--- config.mk ---
export PLATFORM = sky130hd
export DESIGN_NAME = multicycle_sequencer
export DESIGN_NICKNAME = d
export VERILOG_FILES = /design/src/rtl/multicycle_sequencer.sv
export SDC_FILE = /design/constraint.sdc
export NUM_CORES = 1
export LEC_CHECK = 0
export ABC_AREA = 1
export CORE_ASPECT_RATIO = 0.9
export CORE_MARGIN = 3
export CORE_UTILIZATION = 45
export DETAILED_ROUTE_END_ITERATION = 16
export GPL_ROUTABILITY_DRIVEN = 0
export GPL_TIMING_DRIVEN = 0
export HOLD_SLACK_MARGIN = 0.03
export PLACE_DENSITY = 0.74
export SLEW_MARGIN = 30
export SYNTH_ARGS = -nofsm -noshare
export SYNTH_HDL_FRONTEND = slang
export SYNTH_SLANG_ARGS = --single-unit
--- constraint.sdc ---
create_clock -name clk -period 2 [get_ports clk]
set_clock_uncertainty 0.2 [all_clocks]
set_input_delay 0.4 -clock clk [delete_from_list [all_inputs] [get_ports clk]]
set_output_delay 0.4 -clock clk [all_outputs]
set_load 0.005 [all_outputs]
--- src/rtl/multicycle_sequencer.sv ---
// rtl/multicycle_sequencer.sv - multicycle instruction sequencer FSM with memory wait timeout
module multicycle_sequencer #(
  parameter int RETIRE_W    = 16,
  parameter int MEM_TIMEOUT = 15
) (
  input  logic                clk,
  input  logic                reset_n,
  input  logic [5:0]          opcode,
  input  logic                zero,
  input  logic                bgt,
  input  logic                blt,
  input  logic                mem_ready,
  output logic [2:0]          state,
  output logic                pc_write,
  output logic                ir_write,
  output logic                reg_write,
  output logic                mem_req,
  output logic                mem_we,
  output logic                alu_start,
  output logic [1:0]          pc_src,
  output logic                wb_sel,
  output logic                illegal,
  output logic                bus_err,
  output logic [RETIRE_W-1:0] retired
);

  typedef enum logic [2:0] {
    S_FETCH  = 3'd0,
    S_DECODE = 3'd1,
    S_EXEC   = 3'd2,
    S_MEM    = 3'd3,
    S_WB     = 3'd4,
    S_HALT   = 3'd5
  } state_t;

  localparam int WAIT_W = $clog2(MEM_TIMEOUT + 1);

  state_t              cur, nxt;
  logic [WAIT_W-1:0]   wait_cnt;
  logic                timeout, set_illegal, set_bus_err, retire;
  logic                op_alu, op_bgt, op_blt, op_beq, op_bne, op_jmp, op_call, op_ret, op_lw, op_sw;
  logic                op_branch, op_legal, taken;

  assign op_alu    = (opcode[5:3] == 3'b000);
  assign op_bgt    = (opcode == 6'b001000);
  assign op_blt    = (opcode == 6'b001001);
  assign op_beq    = (opcode == 6'b001010);
  assign op_bne    = (opcode == 6'b001011);
  assign op_jmp    = (opcode == 6'b001100);
  assign op_call   = (opcode == 6'b001101);
  assign op_ret    = (opcode == 6'b001110);
  assign op_lw     = (opcode == 6'b001111);
  assign op_sw     = (opcode == 6'b010000);
  assign op_branch = op_bgt | op_blt | op_beq | op_bne;
  assign op_legal  = op_alu | (opcode[5:3] == 3'b001) | op_sw;
  assign taken     = (op_beq & zero) | (op_bne & ~zero) | (op_blt & blt) | (op_bgt & bgt);

  // The final waiting cycle trips the timeout; a same-cycle mem_ready still wins.
  assign timeout = (wait_cnt == WAIT_W'(MEM_TIMEOUT - 1)) && !mem_ready;
  assign state   = cur;

  always_comb begin
    nxt         = cur;
    pc_write    = 1'b0;
    ir_write    = 1'b0;
    reg_write   = 1'b0;
    mem_req     = 1'b0;
    mem_we      = 1'b0;
    alu_start   = 1'b0;
    pc_src      = 2'b00;
    wb_sel      = 1'b0;
    set_illegal = 1'b0;
    set_bus_err = 1'b0;
    retire      = 1'b0;
    case (cur)
      S_FETCH: begin
        mem_req = 1'b1;
        if (mem_ready) begin
          ir_write = 1'b1;
          pc_write = 1'b1;
          nxt      = S_DECODE;
        end else if (timeout) begin
          set_bus_err = 1'b1;
          nxt         = S_HALT;
        end
      end
      S_DECODE: begin
        if (!op_legal) begin
          set_illegal = 1'b1;
          nxt         = S_FETCH;
        end else if (op_jmp || op_ret) begin
          pc_write = 1'b1;
          pc_src   = op_ret ? 2'b11 : 2'b01;
          retire   = 1'b1;
          nxt      = S_FETCH;
        end else begin
          nxt = S_EXEC;
        end
      end
      S_EXEC: begin
        alu_start = 1'b1;
        if (op_branch) begin
          pc_write = taken;
          pc_src   = taken ? 2'b10 : 2'b00;
          retire   = 1'b1;
          nxt      = S_FETCH;
        end else if (op_lw || op_sw) begin
          nxt = S_MEM;
        end else begin
          nxt = S_WB;
        end
      end
      S_MEM: begin
        mem_req = 1'b1;
        mem_we  = op_sw;
        if (mem_ready) begin
          retire = op_sw;
          nxt    = op_sw ? S_FETCH : S_WB;
        end else if (timeout) begin
          set_bus_err = 1'b1;
          nxt         = S_HALT;
        end
      end
      S_WB: begin
        reg_write = 1'b1;
        wb_sel    = op_lw | op_call;
        pc_write  = op_call;
        pc_src    = op_call ? 2'b01 : 2'b00;
        retire    = 1'b1;
        nxt       = S_FETCH;
      end
      S_HALT:  nxt = S_HALT;
      default: nxt = S_FETCH;
    endcase
    // Strobes stay quiet while reset is held, even though the reset state is FETCH.
    if (!reset_n) begin
      pc_write  = 1'b0;
      ir_write  = 1'b0;
      reg_write = 1'b0;
      mem_req   = 1'b0;
      mem_we    = 1'b0;
      alu_start = 1'b0;
      pc_src    = 2'b00;
      wb_sel    = 1'b0;
    end
  end

  always_ff @(posedge clk) begin
    if (!reset_n) begin
      cur      <= S_FETCH;
      wait_cnt <= '0;
      illegal  <= 1'b0;
      bus_err  <= 1'b0;
      retired  <= '0;
    end else begin
      cur <= nxt;
      if (mem_req && !mem_ready && !timeout) wait_cnt <= wait_cnt + WAIT_W'(1);
      else                                   wait_cnt <= '0;
      if (set_illegal) illegal <= 1'b1;
      if (set_bus_err) bus_err <= 1'b1;
      if (retire)      retired <= retired + RETIRE_W'(1);
    end
  end

endmodule
==> results.py, run 1 <==
metrics = {
    "status": {
        "status": "finished, violations left",
        "violations": "negative setup slack",
    },
    "worst_setup_path": {
        "end_kind": "output port",
        "cp-startpoint": "state[1]",
        "rr_worst_depth": 7,
        "endpoint": "pc_write",
        "critPathRequiredTime_ns": 1.40,
        "worstSetupPathType": "flop to output port",
        "cp-start-kind": "flop",
        "r2r_end": "retired[8]",
        "ff2ff_setup_slack_ns": 0.23,
        "arrival_ns": 1.46,
        "r2r-start": "retired[0]",
        "cp_max_fo": 4,
    },
    "final_layout": {
        "nFillCells": 316,
        "antennaDiodeCount": 0,
        "area_growth_pct": 39.2,
        "final_util_pct": 68.3,
        "fin_nets": 336,
        "drive_gt1_share_pct": 27.8,
    },
    "sta": {
        "rsz0062_at_grt": "true",
        "fin_crit_ns": 2.06,
        "setup_slack_ns": -0.0592,
        "timing.setup.tns_ns": -0.107,
        "slew_viol_final": 0,
        "final.period_utilization_pct": 103,
        "whs_ns": 0.258,
        "setup_viol": 2,
        "clock.fmax_mhz": 486,
        "worst_pin_slew_ns": 0.552,
        "hold_violations": 0,
        "relSlewSlack_pct": 63.2,
    },
    "grt": {
        "grtUsageTotal_pct": 20.5,
        "grt_pass1_vias": 1718,
        "grt_pass1_wl_um": 7700,
        "grt_max_degree": 14,
        "antenna_found_initial": 0,
        "overflow": 0,
    },
    "synth": {
        "synth_cell_type_count": 29,
        "ys_seq_area_share_pct": 28.7,
        "syn_inst": 263,
        "syn_nets": 278,
        "synth_edf_count": 0,
        "ys.flop_type": "dfxtp_1",
        "syn_area_mm2": 0.00174,
        "synth_seq_cells": 25,
        "ys_warn_count": 0,
        "synth-async-reset-ratio_pct": 0,
        "avgSynthCellArea_um2": 6.63,
    },
    "floorplan": {
        "start_util_pct": 49.1,
        "core_area_mm2": 0.00355,
        "die_h_um": 65.1,
        "dieArea_mm2": 0.00466,
        "ios": 42,
        "die_w_um": 71.6,
        "row_count": 20,
    },
    "clocking": {
        "cts-root-buf": "clkbuf_8",
        "path_clk_slew_ns": 0.09,
        "clkSinkCount": 25,
        "cts_inserted_buffers": 3,
        "worstSkewPairLatency_ns": 0.27,
        "cts_tree": "yes",
        "htree_levels": 1,
        "clk_path_buf_depth": 2,
    },
    "routing": {
        "drt.antenna.violating_nets": 0,
        "vias_per_cell": 5.08,
        "totalWireLength_um": 4680,
        "via_count": 1849,
        "dr.pass1.iters": 4,
        "post-route-drc-count": 0,
        "wl_per_cell_um": 12.9,
        "initialDrtViolationCount": 105,
    },
    "place": {
        "portBuffers": 41,
        "hpwl_um": 3200,
        "pre_cts_slack_ns": -0.875,
    },
    "power": {
        "power.density_mw_per_mm2": 407,
        "leakage_nw": 0.944,
        "ir_drop_v": 0.000384,
        "finalPower_mw": 0.987,
    },
    "flow_run": {
        "max_cap_viol_count": 0,
    },
    "min_path": {
        "hold_class": "flop to flop",
    },
}
-- cell usage after synthesis (2+ instances only) --
library cell,count,share of area [%]
xor2_1,8,4.0
nand2_1,60,13
nand2_2,10,3.6
nor2_2,2,0.72
a21oi_2,11,5.5
a21oi_1,9,2.6
ha_1,3,2.2
inv_1,23,4.9
dfxtp_1,25,29
xnor2_1,3,1.5
nor2_4,3,1.9
inv_2,2,0.43
nand2_4,3,1.9
nor3_1,3,0.86
buf_2,2,0.57
nand3_1,33,9.5
o21ai_0,5,1.4
nor2_1,42,9.0
nand4_1,6,2.2
-- power breakdown --
group	internal (mW)	switching [mW]
combinational	0.0709	0.0958
clock	0.143	0.165
sequential	0.503	0.0102
-- cell type report --
class	instances	area, um2	area share (%)
clock buffer	4	45.0	1.85
tap	44	55.1	2.27
timing repair buffer	53	465	19.2
sequential	25	512	21.1
buffer	6	51.3	2.11
multi-input combinational	206	1190	49.2
inverter	26	105	4.33
-- worst min-delay path by stage --
stage,end,cells after the start,slack (ns),startpoint
floorplan,wait_cnt[0],1,0.23,wait_cnt[0]
global placement,illegal,2,0.24,illegal
detailed placement,illegal,2,0.25,illegal
CTS,illegal,2,0.26,illegal
global route,illegal,2,0.30,illegal
finish,illegal,2,0.26,illegal
-- flip-flops by register name, summed over array words and instances, names as in the netlist --
| signal | cells |
|---|---|
| state | 3 |
| wait_cnt | 4 |
| bus_err | 1 |
| illegal | 1 |
| retired | 16 |
-- worst max-delay path: stages (launching register included) --
cell and delay, ns:
dfxtp_4 0.38, inv_2 0.08, nand2_2 0.06, nor2_2 0.16
nand3_2 0.15, o21ai_4 0.10, nor3_2 0.05, nor2_1 0.09
buf_2 0.12
-- through the flow --
step                area (um2)  cells
floorplan                 1740    263
global placement          2210    348
detailed placement        2210    348
CTS                       2390    361
global route              2430    364
finish                    2430    364
-- cells by family after synthesis --
logic type	Yosys count	share of synthesized area [%]
XOR/XNOR	11	5.52
flip-flops	25	28.7
AO/OA/AOI/OAI	27	10.4
buffers and inverters	32	8.11
AND/OR/NAND/NOR	165	45.1
adder cells (fa/ha/maj)	3	2.15
-- timing repair --
action,4_1_cts,5_1_grt
hold endpoints to repair,0,0
hold buffers,0,0
pin swaps,18,10
buffers inserted,9,3
gates resized for setup,78,9
setup endpoints to repair,9,6
-- routing by layer --
metal / vias up / part of all wire (%) / GRT usage (%)
met3: 6 / 4.9 / 3.26
met2: 53 / 47 / 33.8
met5: - / 0 / 0
li1: 962 / - / -
met1: 828 / 47 / 26.9
met4: 0 / 1.3 / 7.04
-- cells in the final DEF (no fill, tap or decap), types with 6 or more instances in the layout --
cell,netlist,layout
nand2_1,60,54
xor2_1,8,8
a21oi_1,9,8
nand2_2,10,15
nand3_1,33,31
buf_2,2,7
nand4_1,6,6
inv_2,2,6
dfxtp_1,25,22
buf_4,0,11
inv_1,23,18
nor2_4,3,7
nor2_1,42,37
a21oi_2,11,12
clkdlybuf4s50_1,0,21
dlygate4sd2_1,0,10
Power figures use the tool's default switching activity.
==> inputs of run 2 (changes only) <==
--- a/config.mk
+++ b/config.mk
@@ -14,7 +14,8 @@
 export GPL_TIMING_DRIVEN = 0
 export HOLD_SLACK_MARGIN = 0.03
 export PLACE_DENSITY = 0.74
-export SLEW_MARGIN = 30
+export REMOVE_ABC_BUFFERS = 1
+export SLEW_MARGIN = 20
 export SYNTH_ARGS = -nofsm -noshare
 export SYNTH_HDL_FRONTEND = slang
 export SYNTH_SLANG_ARGS = --single-unit
==> run 2 against run 1 <==
Effect of this change:
- flip-flop and latch count is the same
- sequential power barely moved
- combinational power up 8%
- maximum frequency is 2.2% higher
- hold slack worse by 0.0094 ns
- the flow still finishes with violations (negative setup slack)
- largest cell class unchanged
- final cell count up 0.55%
- critical path depth stayed put
- setup slack better by 0.044 ns
- highest routed layer unchanged
==> results.py, run 2 (synthesis results as in run 1) <==
metrics = {
    "place": {
        "place_inst": 342,
        "portBuffers": 41,
        "hpwl_um": 3030,
    },
    "routing": {
        "dr.pass1.iters": 4,
        "drt.antenna.violating_nets": 0,
        "initialDrtViolationCount": 102,
        "vias_per_cell": 5.24,
        "wl_per_cell_um": 13.3,
        "totalWireLength_um": 4890,
        "post-route-drc-count": 0,
        "via_count": 1919,
    },
    "worst_setup_path": {
        "end_kind": "output port",
        "critPathMaxStageDelay_ns": 0.41,
        "worstPathCellList": "buf_6 -> nand2_4 -> nor2_4 -> nand3_2 -> o21ai_4 -> nor3_2 -> nor2_1 -> buf_2",
        "cpMaxStageDelayCell": "dfxtp_4",
        "arrival_ns": 1.42,
        "rr_worst_depth": 8,
        "critPathRequiredTime_ns": 1.40,
        "cp_max_fo": 5,
        "r2r-start": "state[0]",
        "worstSetupPathType": "flop to output port",
        "r2r_end": "retired[9]",
        "cp-start-kind": "flop",
        "ff2ff_setup_slack_ns": 0.21,
    },
    "final_layout": {
        "layout.cells.most_common": "nand2_1",
        "antennaDiodeCount": 0,
        "stdcell_count": 366,
        "fin_nets": 338,
        "nFillCells": 288,
        "area_growth_pct": 41.8,
        "top_register": "retired",
        "largest_register_ffs": 16,
        "drive_gt1_share_pct": 28.3,
        "mostFrequentLayoutCells": "nand2_1 (53), nor2_1 (37), nand3_1 (32)",
    },
    "grt": {
        "grt_pass1_wl_um": 8510,
        "grt_busiest_layer": "met2",
        "grt_max_degree": 18,
        "grt_use_met2_pct": 37.5,
        "met3_usage_pct": 4.03,
        "use_met1_pct": 30.0,
        "grtUsageTotal_pct": 22.3,
        "grt_pass1_vias": 1889,
        "antenna_found_initial": 0,
        "overflow": 0,
    },
    "sta": {
        "hold_violations": 0,
        "fin_crit_ns": 2.02,
        "worst_pin_slew_ns": 0.371,
        "setup_slack_ns": -0.0156,
        "clock.fmax_mhz": 496,
        "whs_ns": 0.249,
        "timing.setup.tns_ns": -0.0210,
        "rsz0062_at_grt": "true",
        "final.period_utilization_pct": 101,
        "setup_viol": 2,
        "slew_viol_final": 0,
        "relSlewSlack_pct": 75.2,
    },
    "clocking": {
        "htree_levels": 1,
        "clkSinkCount": 25,
        "path_clk_slew_ns": 0.10,
        "cts_tree": "yes",
        "ctsHoldBuffers": 0,
        "cts-root-buf": "clkbuf_8",
        "clk_path_buf_depth": 2,
        "cts_inserted_buffers": 3,
        "worstSkewPairLatency_ns": 0.27,
    },
    "min_path": {
        "worstHoldPathCells": 2,
        "whs_endpoint": "illegal",
        "hold_start": "illegal",
        "hold_class": "flop to flop",
    },
    "floorplan": {
        "row_count": 20,
        "ios": 42,
        "dieArea_mm2": 0.00466,
        "die_h_um": 65.1,
        "die_w_um": 71.6,
        "core_area_mm2": 0.00355,
        "start_util_pct": 49.1,
    },
    "power": {
        "power.density_mw_per_mm2": 410,
        "leakage_nw": 0.969,
        "ir_drop_v": 0.000558,
        "finalPower_mw": 1.01,
    },
    "status": {
        "violations": "negative setup slack",
        "status": "finished, violations left",
    },
    "flow_run": {
        "max_cap_viol_count": 0,
    },
}
## run 2: cell count changes in the layout (fill, tap and decap cells not counted), moves of 2 or more
cell,before,now
buf_4,11,15
clkbuf_1,2,0
clkdlybuf4s15_1,1,3
clkdlybuf4s15_2,3,0
inv_1,18,20
inv_2,6,4
nand2_8,0,2
nor2_2,3,1
nor2_4,7,9
## run 2: timing repair
item | CTS | global route
gates cloned | 1 | 1
setup buffers | 17 | 1
pin swaps | 21 | 12
resized for setup | 77 | 19
setup endpoints to repair | 32 | 24
## run 2: layout make-up
cell class / count / area (um2) / share of cell area (%)
clock buffer: 3 / 41.3 / 1.67
clock inverter: 1 / 8.76 / 0.354
inverter: 26 / 105 / 4.25
multi-input combinational: 207 / 1240 / 50.1
sequential: 25 / 513 / 20.7
tap: 44 / 55.1 / 2.23
timing repair buffer: 59 / 505 / 20.4
timing repair inverter: 1 / 5.00 / 0.202
## run 2: per-layer routing
metal  up-vias  routed length (um)
met1       893                2310
met3         8                 243
li1        964                   -
met4         0                  58
met2        54                2280
met5         -                   0
## run 2: metrics by stage
stage	area, um2	util [%]	worst slack, ns
after floorplan	1700	-	0.0188
final	2470	69.6	-0.0156
after global routing	2470	69.6	-0.125
after CTS	2400	67.7	0.00569
after global placement	2170	61.0	-1.29
after detailed placement	2170	61.0	-1.33
## run 2: where the power goes
| group | internal (mW) | leakage, nW | switching (mW) |
|---|---|---|---|
| registers | 0.503 | 0.205 | 0.00994 |
| logic | 0.0788 | 0.738 | 0.101 |
| clock network | 0.146 | 0.0261 | 0.176 |
## run 2: how the worst max path moves through the flow
stage | from | to | slack (ns) | depth (start not counted)
floorplan | reset_n | wb_sel | 0.02 | 3
global placement | reset_n | wb_sel | -1.29 | 5
detailed placement | reset_n | wb_sel | -1.33 | 5
CTS | state[0] | pc_write | 0.006 | 8
global route | state[1] | pc_src[0] | -0.13 | 8
finish | state[0] | pc_write | -0.02 | 8
## run 2: worst max-delay path: cells and delay by family, from the launching register on
kind                   cells  cell delay [ns]
AND/OR/NAND/NOR            5             0.40
flip-flops                 1             0.41
AO/OA/AOI/OAI              1             0.08
buffers and inverters      2             0.25
